### config.mk
export PLATFORM = sky130hd
export DESIGN_NAME = weight_loader
export DESIGN_NICKNAME = d
export VERILOG_FILES = /design/src/rtl/weight_loader.sv
export SDC_FILE = /design/constraint.sdc
export NUM_CORES = 1
export LEC_CHECK = 0
export BUFFER_PORTS_ARGS = -buffer_cell sky130_fd_sc_hd__buf_4
export CORE_MARGIN = 3
export CORE_UTILIZATION = 45
export DETAILED_ROUTE_END_ITERATION = 10
export PLACE_DENSITY = 0.66
export SYNTH_ARGS = -nofsm -noshare
export SYNTH_HDL_FRONTEND = slang
export SYNTH_SLANG_ARGS = --single-unit
### constraint.sdc
create_clock -name clk -period 4.9 [get_ports clk]
set_clock_uncertainty 0.15 [all_clocks]
set_input_delay 0.98 -clock clk [delete_from_list [all_inputs] [get_ports clk]]
set_output_delay 0.98 -clock clk [all_outputs]
set_load 0.005 [all_outputs]
### src/rtl/weight_loader.sv
`default_nettype none
// ============================================================================
// Module      : weight_loader
// Description : Writer side of the per-neuron weight memories. Parses a
//               framed word stream (header, count, weights) arriving over a
//               valid/ready handshake. Each accepted weight becomes one
//               registered write (layer, neuron, address, data). The module
//               pulses done on a clean load and err on a framing error, and
//               records the error cause in err_code.
//               Optional macro WLOAD_CHECKSUM_EN adds a trailing checksum
//               word (sum of weights mod 2^DATA_WIDTH) after the weights.
// Revision    : 1.0 - initial release
// ============================================================================
module weight_loader #(
    parameter int DATA_WIDTH    = 16,
    parameter int ADDRESS_WIDTH = 10,
    parameter int NUM_WEIGHT    = 784,
    parameter int LAYER_BITS    = 4,
    parameter int NEURON_BITS   = 8
) (
    input  logic                     clk,
    input  logic                     rst,
    input  logic                     s_valid,
    output logic                     s_ready,
    input  logic [DATA_WIDTH-1:0]    s_data,
    input  logic                     s_last,
    output logic                     wr_en,
    output logic [LAYER_BITS-1:0]    wr_layer,
    output logic [NEURON_BITS-1:0]   wr_neuron,
    output logic [ADDRESS_WIDTH-1:0] wr_addr,
    output logic [DATA_WIDTH-1:0]    wr_data,
    output logic                     busy,
    output logic                     done,
    output logic                     err,
    output logic [2:0]               err_code
);

    localparam logic [2:0] c_st_idle  = 3'd0;
    localparam logic [2:0] c_st_count = 3'd1;
    localparam logic [2:0] c_st_data  = 3'd2;
    localparam logic [2:0] c_st_drain = 3'd3;
`ifdef WLOAD_CHECKSUM_EN
    localparam logic [2:0] c_st_check = 3'd4;
    localparam logic [2:0] c_err_cksum = 3'd5;
`endif

    localparam logic [2:0] c_err_trunc = 3'd1;
    localparam logic [2:0] c_err_count = 3'd2;
    localparam logic [2:0] c_err_short = 3'd3;
    localparam logic [2:0] c_err_long  = 3'd4;

    localparam logic [DATA_WIDTH-1:0]    c_max_cnt  = DATA_WIDTH'(NUM_WEIGHT);
    localparam logic [DATA_WIDTH-1:0]    c_cnt_one  = DATA_WIDTH'(1);
    localparam logic [ADDRESS_WIDTH-1:0] c_addr_one = ADDRESS_WIDTH'(1);

    logic [2:0]               r_state;
    logic                     r_s_ready;
    logic [LAYER_BITS-1:0]    r_layer;
    logic [NEURON_BITS-1:0]   r_neuron;
    logic [DATA_WIDTH-1:0]    r_cnt;
    logic [ADDRESS_WIDTH-1:0] r_index;
    logic                     r_wr_en;
    logic [LAYER_BITS-1:0]    r_wr_layer;
    logic [NEURON_BITS-1:0]   r_wr_neuron;
    logic [ADDRESS_WIDTH-1:0] r_wr_addr;
    logic [DATA_WIDTH-1:0]    r_wr_data;
    logic                     r_done;
    logic                     r_err;
    logic [2:0]               r_err_code;
`ifdef WLOAD_CHECKSUM_EN
    logic [DATA_WIDTH-1:0]    r_sum;
`endif

    logic                  w_accept;
    logic [DATA_WIDTH-1:0] w_index_ext;
    logic                  w_final;
    logic                  w_cnt_bad;

    // The RAM never stalls, so ready is simply "out of reset".
    assign w_accept    = s_valid && r_s_ready;
    assign w_index_ext = DATA_WIDTH'(r_index);
    // Current weight is the last one the count announced.
    assign w_final     = (w_index_ext == (r_cnt - c_cnt_one));
    assign w_cnt_bad   = (s_data == '0) || (s_data > c_max_cnt);

    // Frame parser: state, latched header/count/index and registered outputs.
    always_ff @(posedge clk) begin
        if (rst) begin
            r_state     <= c_st_idle;
            r_s_ready   <= 1'b0;
            r_layer     <= '0;
            r_neuron    <= '0;
            r_cnt       <= '0;
            r_index     <= '0;
            r_wr_en     <= 1'b0;
            r_wr_layer  <= '0;
            r_wr_neuron <= '0;
            r_wr_addr   <= '0;
            r_wr_data   <= '0;
            r_done      <= 1'b0;
            r_err       <= 1'b0;
            r_err_code  <= '0;
`ifdef WLOAD_CHECKSUM_EN
            r_sum       <= '0;
`endif
        end else begin
            r_s_ready <= 1'b1;
            r_wr_en   <= 1'b0;
            r_done    <= 1'b0;
            r_err     <= 1'b0;
            if (w_accept) begin
                case (r_state)
                    c_st_idle: begin
                        r_neuron <= s_data[NEURON_BITS-1:0];
                        r_layer  <= s_data[LAYER_BITS+NEURON_BITS-1:NEURON_BITS];
                        if (s_last) begin
                            r_err      <= 1'b1;
                            r_err_code <= c_err_trunc;
                        end else begin
                            r_state <= c_st_count;
                        end
                    end
                    c_st_count: begin
                        r_cnt   <= s_data;
                        r_index <= '0;
`ifdef WLOAD_CHECKSUM_EN
                        r_sum   <= '0;
`endif
                        if (w_cnt_bad) begin
                            r_err      <= 1'b1;
                            r_err_code <= c_err_count;
                            r_state    <= s_last ? c_st_idle : c_st_drain;
                        end else if (s_last) begin
                            r_err      <= 1'b1;
                            r_err_code <= c_err_trunc;
                            r_state    <= c_st_idle;
                        end else begin
                            r_state <= c_st_data;
                        end
                    end
                    c_st_data: begin
                        r_wr_en     <= 1'b1;
                        r_wr_layer  <= r_layer;
                        r_wr_neuron <= r_neuron;
                        r_wr_addr   <= r_index;
                        r_wr_data   <= s_data;
                        r_index     <= r_index + c_addr_one;
`ifdef WLOAD_CHECKSUM_EN
                        r_sum       <= r_sum + s_data;
                        // The checksum word must follow the final weight.
                        if (w_final && !s_last) begin
                            r_state <= c_st_check;
                        end else if (s_last) begin
                            r_err      <= 1'b1;
                            r_err_code <= c_err_short;
                            r_state    <= c_st_idle;
                        end
`else
                        if (w_final) begin
                            if (s_last) begin
                                r_done  <= 1'b1;
                                r_state <= c_st_idle;
                            end else begin
                                r_err      <= 1'b1;
                                r_err_code <= c_err_long;
                                r_state    <= c_st_drain;
                            end
                        end else if (s_last) begin
                            r_err      <= 1'b1;
                            r_err_code <= c_err_short;
                            r_state    <= c_st_idle;
                        end
`endif
                    end
`ifdef WLOAD_CHECKSUM_EN
                    c_st_check: begin
                        if (!s_last) begin
                            r_err      <= 1'b1;
                            r_err_code <= c_err_long;
                            r_state    <= c_st_drain;
                        end else if (s_data == r_sum) begin
                            r_done  <= 1'b1;
                            r_state <= c_st_idle;
                        end else begin
                            r_err      <= 1'b1;
                            r_err_code <= c_err_cksum;
                            r_state    <= c_st_idle;
                        end
                    end
`endif
                    c_st_drain: begin
                        if (s_last) begin
                            r_state <= c_st_idle;
                        end
                    end
                    default: begin
                        r_state <= c_st_idle;
                    end
                endcase
            end
        end
    end

    assign s_ready   = r_s_ready;
    assign wr_en     = r_wr_en;
    assign wr_layer  = r_wr_layer;
    assign wr_neuron = r_wr_neuron;
    assign wr_addr   = r_wr_addr;
    assign wr_data   = r_wr_data;
    assign busy      = (r_state != c_st_idle);
    assign done      = r_done;
    assign err       = r_err;
    assign err_code  = r_err_code;

endmodule
`default_nettype wire
==> results of run 1 <==
metrics by stage:
stage / setup slack, ns / area (um2)
after CTS: 1.37 / 4600
final: 1.37 / 4600
after detailed placement: 1.38 / 4410
after floorplan: 1.72 / 3880
after global routing: 1.14 / 4600
after global placement: 1.51 / 4410
layout make-up:
class,count,area [um2],share of cell area (%)
clock buffers,10,138,2.99
repair buffers,68,510,11.1
flip-flops and latches,86,1720,37.4
clock inverters,6,55.1,1.20
well taps,105,131,2.86
multi-input cells,373,2000,43.5
inverters,12,45.0,0.979
layer usage:
metal	routed length [um]	part of all wire (%)	vias up
li1	-	-	1813
met1	4680	47	1708
met2	4720	47	69
met4	106	1.1	0
met5	0	0	-
met3	450	4.5	7
cells in the mapped netlist (all sizes together), types with 5 or more instances:
cell type and instances:
nand2 142, dfxtp 86, a21oi 82, clkbuf 27, nor2 21, nand3 14, nor3 13, inv 12
nor4 8, xnor2 8, o21ai 7, nand2b 6, nand4 6, nor2b 5, o211ai 5
flip-flops by register name, indices dropped and copies added, names as in the netlist:
register / count
err_code: 3
wr_en: 1
r_neuron: 8
wr_layer: 4
wr_addr: 10
r_state: 3
r_index: 10
wr_neuron: 8
err: 1
s_ready: 1
done: 1
r_cnt: 16
r_layer: 4
wr_data: 16
power by group through the flow:
stage	registers [W]	logic, W	clock network, W
after floorplan	0.000732	0.0000690	0
after global placement	0.000735	0.000106	0
after detailed placement	0.000736	0.000108	0
after CTS	0.000720	0.000108	0.000495
after global routing	0.000722	0.000121	0.000525
final	0.000720	0.000108	0.000483
worst paths after layout:
check                                             start                        to  cells past startpoint
worst min-delay path            wr_addr[4]$_SDFFE_PP0P_   wr_addr[4]$_SDFFE_PP0P_                      2
worst min register to register  wr_addr[4]$_SDFFE_PP0P_   wr_addr[4]$_SDFFE_PP0P_                      2
worst max register to register    r_cnt[0]$_SDFFE_PP0P_  err_code[0]$_SDFFE_PP0P_                     13
worst max-delay path              r_cnt[0]$_SDFFE_PP0P_  err_code[0]$_SDFFE_PP0P_                     13
logic make-up after synthesis:
group / after synthesis / share of synthesized area, %
compound gates: 124 / 19.1
xor+xnor: 12 / 2.71
fa+ha+maj: 4 / 1.29
buf+inv: 41 / 4.35
flops: 86 / 44.4
simple gates: 233 / 28.2
layout by cell type, fill, tap and decap left out, types with 7 or more instances in the layout:
cell type and count:
clkbuf_8 10, nor3_1 11, o21ai_0 7, nor2_1 21
inv_1 12, nand3_1 13, buf_4 68, a21oi_1 82
xnor2_1 8, dfxtp_1 86, nand2_1 141
worst min-delay path: cells and delay by family (launching register included):
family           cells  cell delay, ns
AO/OA/AOI/OAI        1            0.05
AND/OR/NAND/NOR      1            0.05
flip-flops           1            0.32
==> results.yml, run 1 <==
critical_path:
  cp_max_fo: 5
  arrival_ns: 3.69
  crit_path_end_kind: "register"
  worst-endpoint-required_ns: 5.06
  r2r_slack_ns: 1.37
  slowest_stage: "or3b_4"
  cp-start-kind: "register"
  slowest_delay_ns: 0.41
  path_class: "reg2reg"
  cp_top_family: "simple AND/OR/NAND/NOR gates"
  critical_path.n_buffers_inverters: 1
  cp_cell_sequence: "inv_1 > ha_1 > or3b_4 > o31ai_2 > a21oi_1 > nor4_1 > nand4_2 > ha_1 > o31a_1 > nor3_1 > nor2_1 > a211oi_1 > o31a_1"
clocking:
  clk_pin_slew_worst_paths_ns: 0.10
  root_buffer: "clkbuf_8"
  postCtsHoldBufs: 0
  clockBufferDepth: 2
  htree_levels: 3
  cts_buffers: 9
  cts_tree: "done"
  cts_num_sinks: 86
  clk_latency_ns: 0.35
  post_cts_buffers: 0
  cts_resized: 0
floorplan:
  ioPinCount: 66
  rows: 33
  start_util_pct: 46.7
  core_area_um2: 8300
  die_h_um: 98.8
  die_width_um: 98.8
  die-area_um2: 9770
drt:
  antenna_left: 0
  wl_per_cell_um: 15.1
  dr.pass1.iters: 4
  vias: 3597
  drtIter0Drc: 252
  vias_per_cell: 5.45
  wl_um: 9950
  drc: 0
power_and_ir_drop:
  powerDensity_nw_per_um2: 285
  p_int_w: 0.000958
  clockPowerShare_pct: 36.9
  power_w: 0.00131
  p_leak_nw: 1.71
  seq_power_share_pct: 54.9
  comb_power_share_pct: 8.2
  peakVddDrop_uv: 177
  p_sw_share_pct: 26.9
  p_sw_w: 0.000353
grt:
  gr-total-overflow: 0
  use_met1_pct: 29.9
  top_usage_layer: "met2"
  met3_usage_pct: 4.60
  antenna_found_initial: 0
  grt_pass1_vias: 3508
  grtUsageTotal_pct: 21.2
  grt_max_degree: 86
  grt_pass1_wl_um: 17100
  gr-usage-met2_pct: 33.4
placed_design:
  dp_hpwl_um: 6890
  place.gp.congestion: 0.848
  io_buffers: 65
  place_inst: 644
final_layout:
  diodes: 0
  drive_gt1_share_pct: 18.2
  syn_to_final_growth_pct: 18.6
  fin_cells: 660
  fill_cells: 805
  nNetsFinal: 574
  fin_util_pct: 55.4
sta:
  final-hold-violation-count: 0
  worst_slew_pin_slew_ns: 0.978
  fin_tns_setup_ns: 0
  fin_crit_ns: 3.53
  fin_crit_sh_pct: 72.1
  relSlewSlack_pct: 34.8
  max_freq_mhz: 283
  final_max_slew_viol_count: 0
  setup_viol: 0
  rsz0062_at_grt: "no"
  worst_hold_slack_ns: 0.307
synth:
  synthArstFlopShare_pct: 0
  ys_warn_count: 0
  syn_area_um2: 3880
  syn-instance-count: 500
  avgSynthCellArea_um2: 7.76
  ys_types: 50
  synth_flop_cell: "dfxtp_1"
  synth_area_leaders: "dfxtp_1, nand2_1, a21oi_1"
  ys_seq_area_share_pct: 44.4
  synth.ff_latch_count: 86
  yosys.area.top_type: "dfxtp_1"
  synth-edff-count: 0
  synth_nets: 524
  yosysTopAreaCellShare_pct: 44.4
status:
  status: "complete, no violations"
min_path:
  min_path_type: "reg2reg"
run:
  drv_cap: 0
(Power assumes the default switching activity.)
==> run 2, diff against run 1 <==
Clock period 4.9 ns to 3.45 ns, I/O delays scaled along.
==> run 2 against run 1 <==
Critical path type unchanged. Via count up 1.3%. Final cell count up 0.45%. Worst hold slack worse by 0.0046 ns.
==> results.yml, run 2 (synthesis gave the netlist of run 1 again) <==
critical_path:
  worstReg2RegStart: "r_cnt[2]$_SDFFE_PP0P_"
  r2r_slack_ns: 0.19
  path_class: "reg2reg"
  arrival_ns: 3.42
  r2r_end: "err_code[0]$_SDFFE_PP0P_"
  cp-start-kind: "register"
  worst-endpoint-required_ns: 3.61
  r2r_cells: 12
  crit_path_end_kind: "register"
  critPathLaunch: "r_cnt[2]$_SDFFE_PP0P_"
  crit_end: "err_code[0]$_SDFFE_PP0P_"
  cp_max_fo: 8
floorplan:
  rows: 33
  die-area_um2: 9770
  ioPinCount: 66
  start_util_pct: 46.7
  core_area_um2: 8300
  die_width_um: 98.8
  die_h_um: 98.8
grt:
  antenna_found_initial: 0
  gr-total-overflow: 0
  grt_pass1_wl_um: 16800
  grtUsageTotal_pct: 21.1
  grt_max_degree: 53
  grt_pass1_vias: 3449
sta:
  fin_crit_sh_pct: 94.5
  worst_hold_slack_ns: 0.302
  fin_crit_ns: 3.26
  worst_slew_pin_slew_ns: 0.829
  final-hold-violation-count: 0
  max_freq_mhz: 307
  final_max_slew_viol_count: 0
  relSlewSlack_pct: 44.1
  rsz0062_at_grt: "no"
  setup_viol: 0
  setup_slack_ns: 0.188
  fin_tns_setup_ns: 0
clocking:
  clockBufferDepth: 2
  cts_num_sinks: 86
  root_buffer: "clkbuf_8"
  htree_levels: 3
  postCtsHoldBufs: 0
  clk_pin_slew_worst_paths_ns: 0.09
  clk_latency_ns: 0.36
  cts_buffers: 9
  cts_tree: "done"
final_layout:
  most-common-layout-cells: "nand2_1, dfxtp_1, a21oi_1"
  mostFrequentLayoutCell: "nand2_1"
  diodes: 0
  syn_to_final_growth_pct: 20.3
  drive_gt1_share_pct: 19.2
  nNetsFinal: 578
  fill_cells: 817
  fin_util_pct: 56.2
drt:
  wl_per_cell_um: 15.2
  dr.pass1.iters: 5
  vias: 3642
  wl_um: 10100
  drtIter0Drc: 182
  vias_per_cell: 5.49
  drc: 0
  antenna_left: 0
power_and_ir_drop:
  comb_power_share_pct: 8.3
  powerDensity_nw_per_um2: 411
  peakVddDrop_uv: 213
  p_leak_nw: 1.74
  p_int_w: 0.00143
  p_sw_share_pct: 25.3
  seq_power_share_pct: 53.3
  clockPowerShare_pct: 38.4
  p_sw_w: 0.000485
placed_design:
  place.gp.congestion: 0.879
  io_buffers: 65
  pre_cts_ws_ns: 0.169
  dp_hpwl_um: 7080
status:
  status: "complete, no violations"
run:
  drv_cap: 0
min_path:
  min_path_type: "reg2reg"
==> run 2: layout make-up <==
class | count | area (um2) | area share, %
clock inverter | 5 | 66.3 | 1.42
timing repair buffer | 72 | 553 | 11.9
tap | 105 | 131 | 2.82
clock buffer | 10 | 138 | 2.95
multi-input combinational | 373 | 2010 | 43.1
inverter | 12 | 45.0 | 0.966
sequential | 86 | 1720 | 36.9
==> run 2: power groups by stage <==
stage          registers, W  logic [W]  clock network (W)
2_1_floorplan       0.00104  0.0000980                  0
3_3_place_gp        0.00104   0.000152                  0
3_5_place_dp        0.00104   0.000155                  0
4_1_cts             0.00102   0.000156           0.000752
5_1_grt             0.00102   0.000175           0.000797
6_report            0.00102   0.000159           0.000735
==> run 2: worst min path at each step <==
stage	slack, ns	end	from	cells past startpoint
CTS	0.31	wr_neuron[5]$_SDFFE_PP0P_	r_neuron[5]$_SDFFE_PP0P_	2
finish	0.30	wr_neuron[5]$_SDFFE_PP0P_	r_neuron[5]$_SDFFE_PP0P_	2
detailed placement	0.30	wr_layer[0]$_SDFFE_PP0P_	wr_layer[0]$_SDFFE_PP0P_	2
global placement	0.29	wr_data[10]$_SDFFE_PP0P_	wr_data[10]$_SDFFE_PP0P_	2
global route	0.32	wr_neuron[2]$_SDFFE_PP0P_	wr_neuron[2]$_SDFFE_PP0P_	2
floorplan	0.28	wr_layer[0]$_SDFFE_PP0P_	r_layer[0]$_SDFFE_PP0P_	2
==> run 2: routing by layer <==
layer | vias up | wire length, um | GRT usage, %
li1 | 1829 | - | -
met1 | 1722 | 4860 | 29.2
met2 | 81 | 4620 | 32.4
met3 | 10 | 489 | 4.74
met4 | 0 | 112 | 7.04
met5 | - | 0 | 0
==> run 2: what timing repair did <==
action                                  4_1_cts  5_1_grt
endpoints found under the setup margin        0        3
buffers inserted                              0        1
resized for setup                             0        3
==> run 2: per-stage QoR <==
| step | cells | cell area [um2] | power [W] |
|---|---|---|---|
| after detailed placement | 647 | 4440 | 0.00120 |
| final | 663 | 4660 | 0.00192 |
| after global routing | 663 | 4660 | 0.00200 |
| after CTS | 662 | 4650 | 0.00193 |
| after global placement | 647 | 4440 | 0.00120 |
| after floorplan | 500 | 3880 | 0.00114 |
==> run 2: critical path, cell delays in order, from the launching register on <==
cell	delay, ns
dfxtp_1	0.42
nor4_4	0.44
nand2_2	0.14
o31a_1	0.30
a21oi_1	0.32
nand4_2	0.19
ha_1	0.22
o31a_1	0.27
nor3_1	0.13
buf_4	0.17
nor2_1	0.04
a211oi_1	0.24
o31a_1	0.17
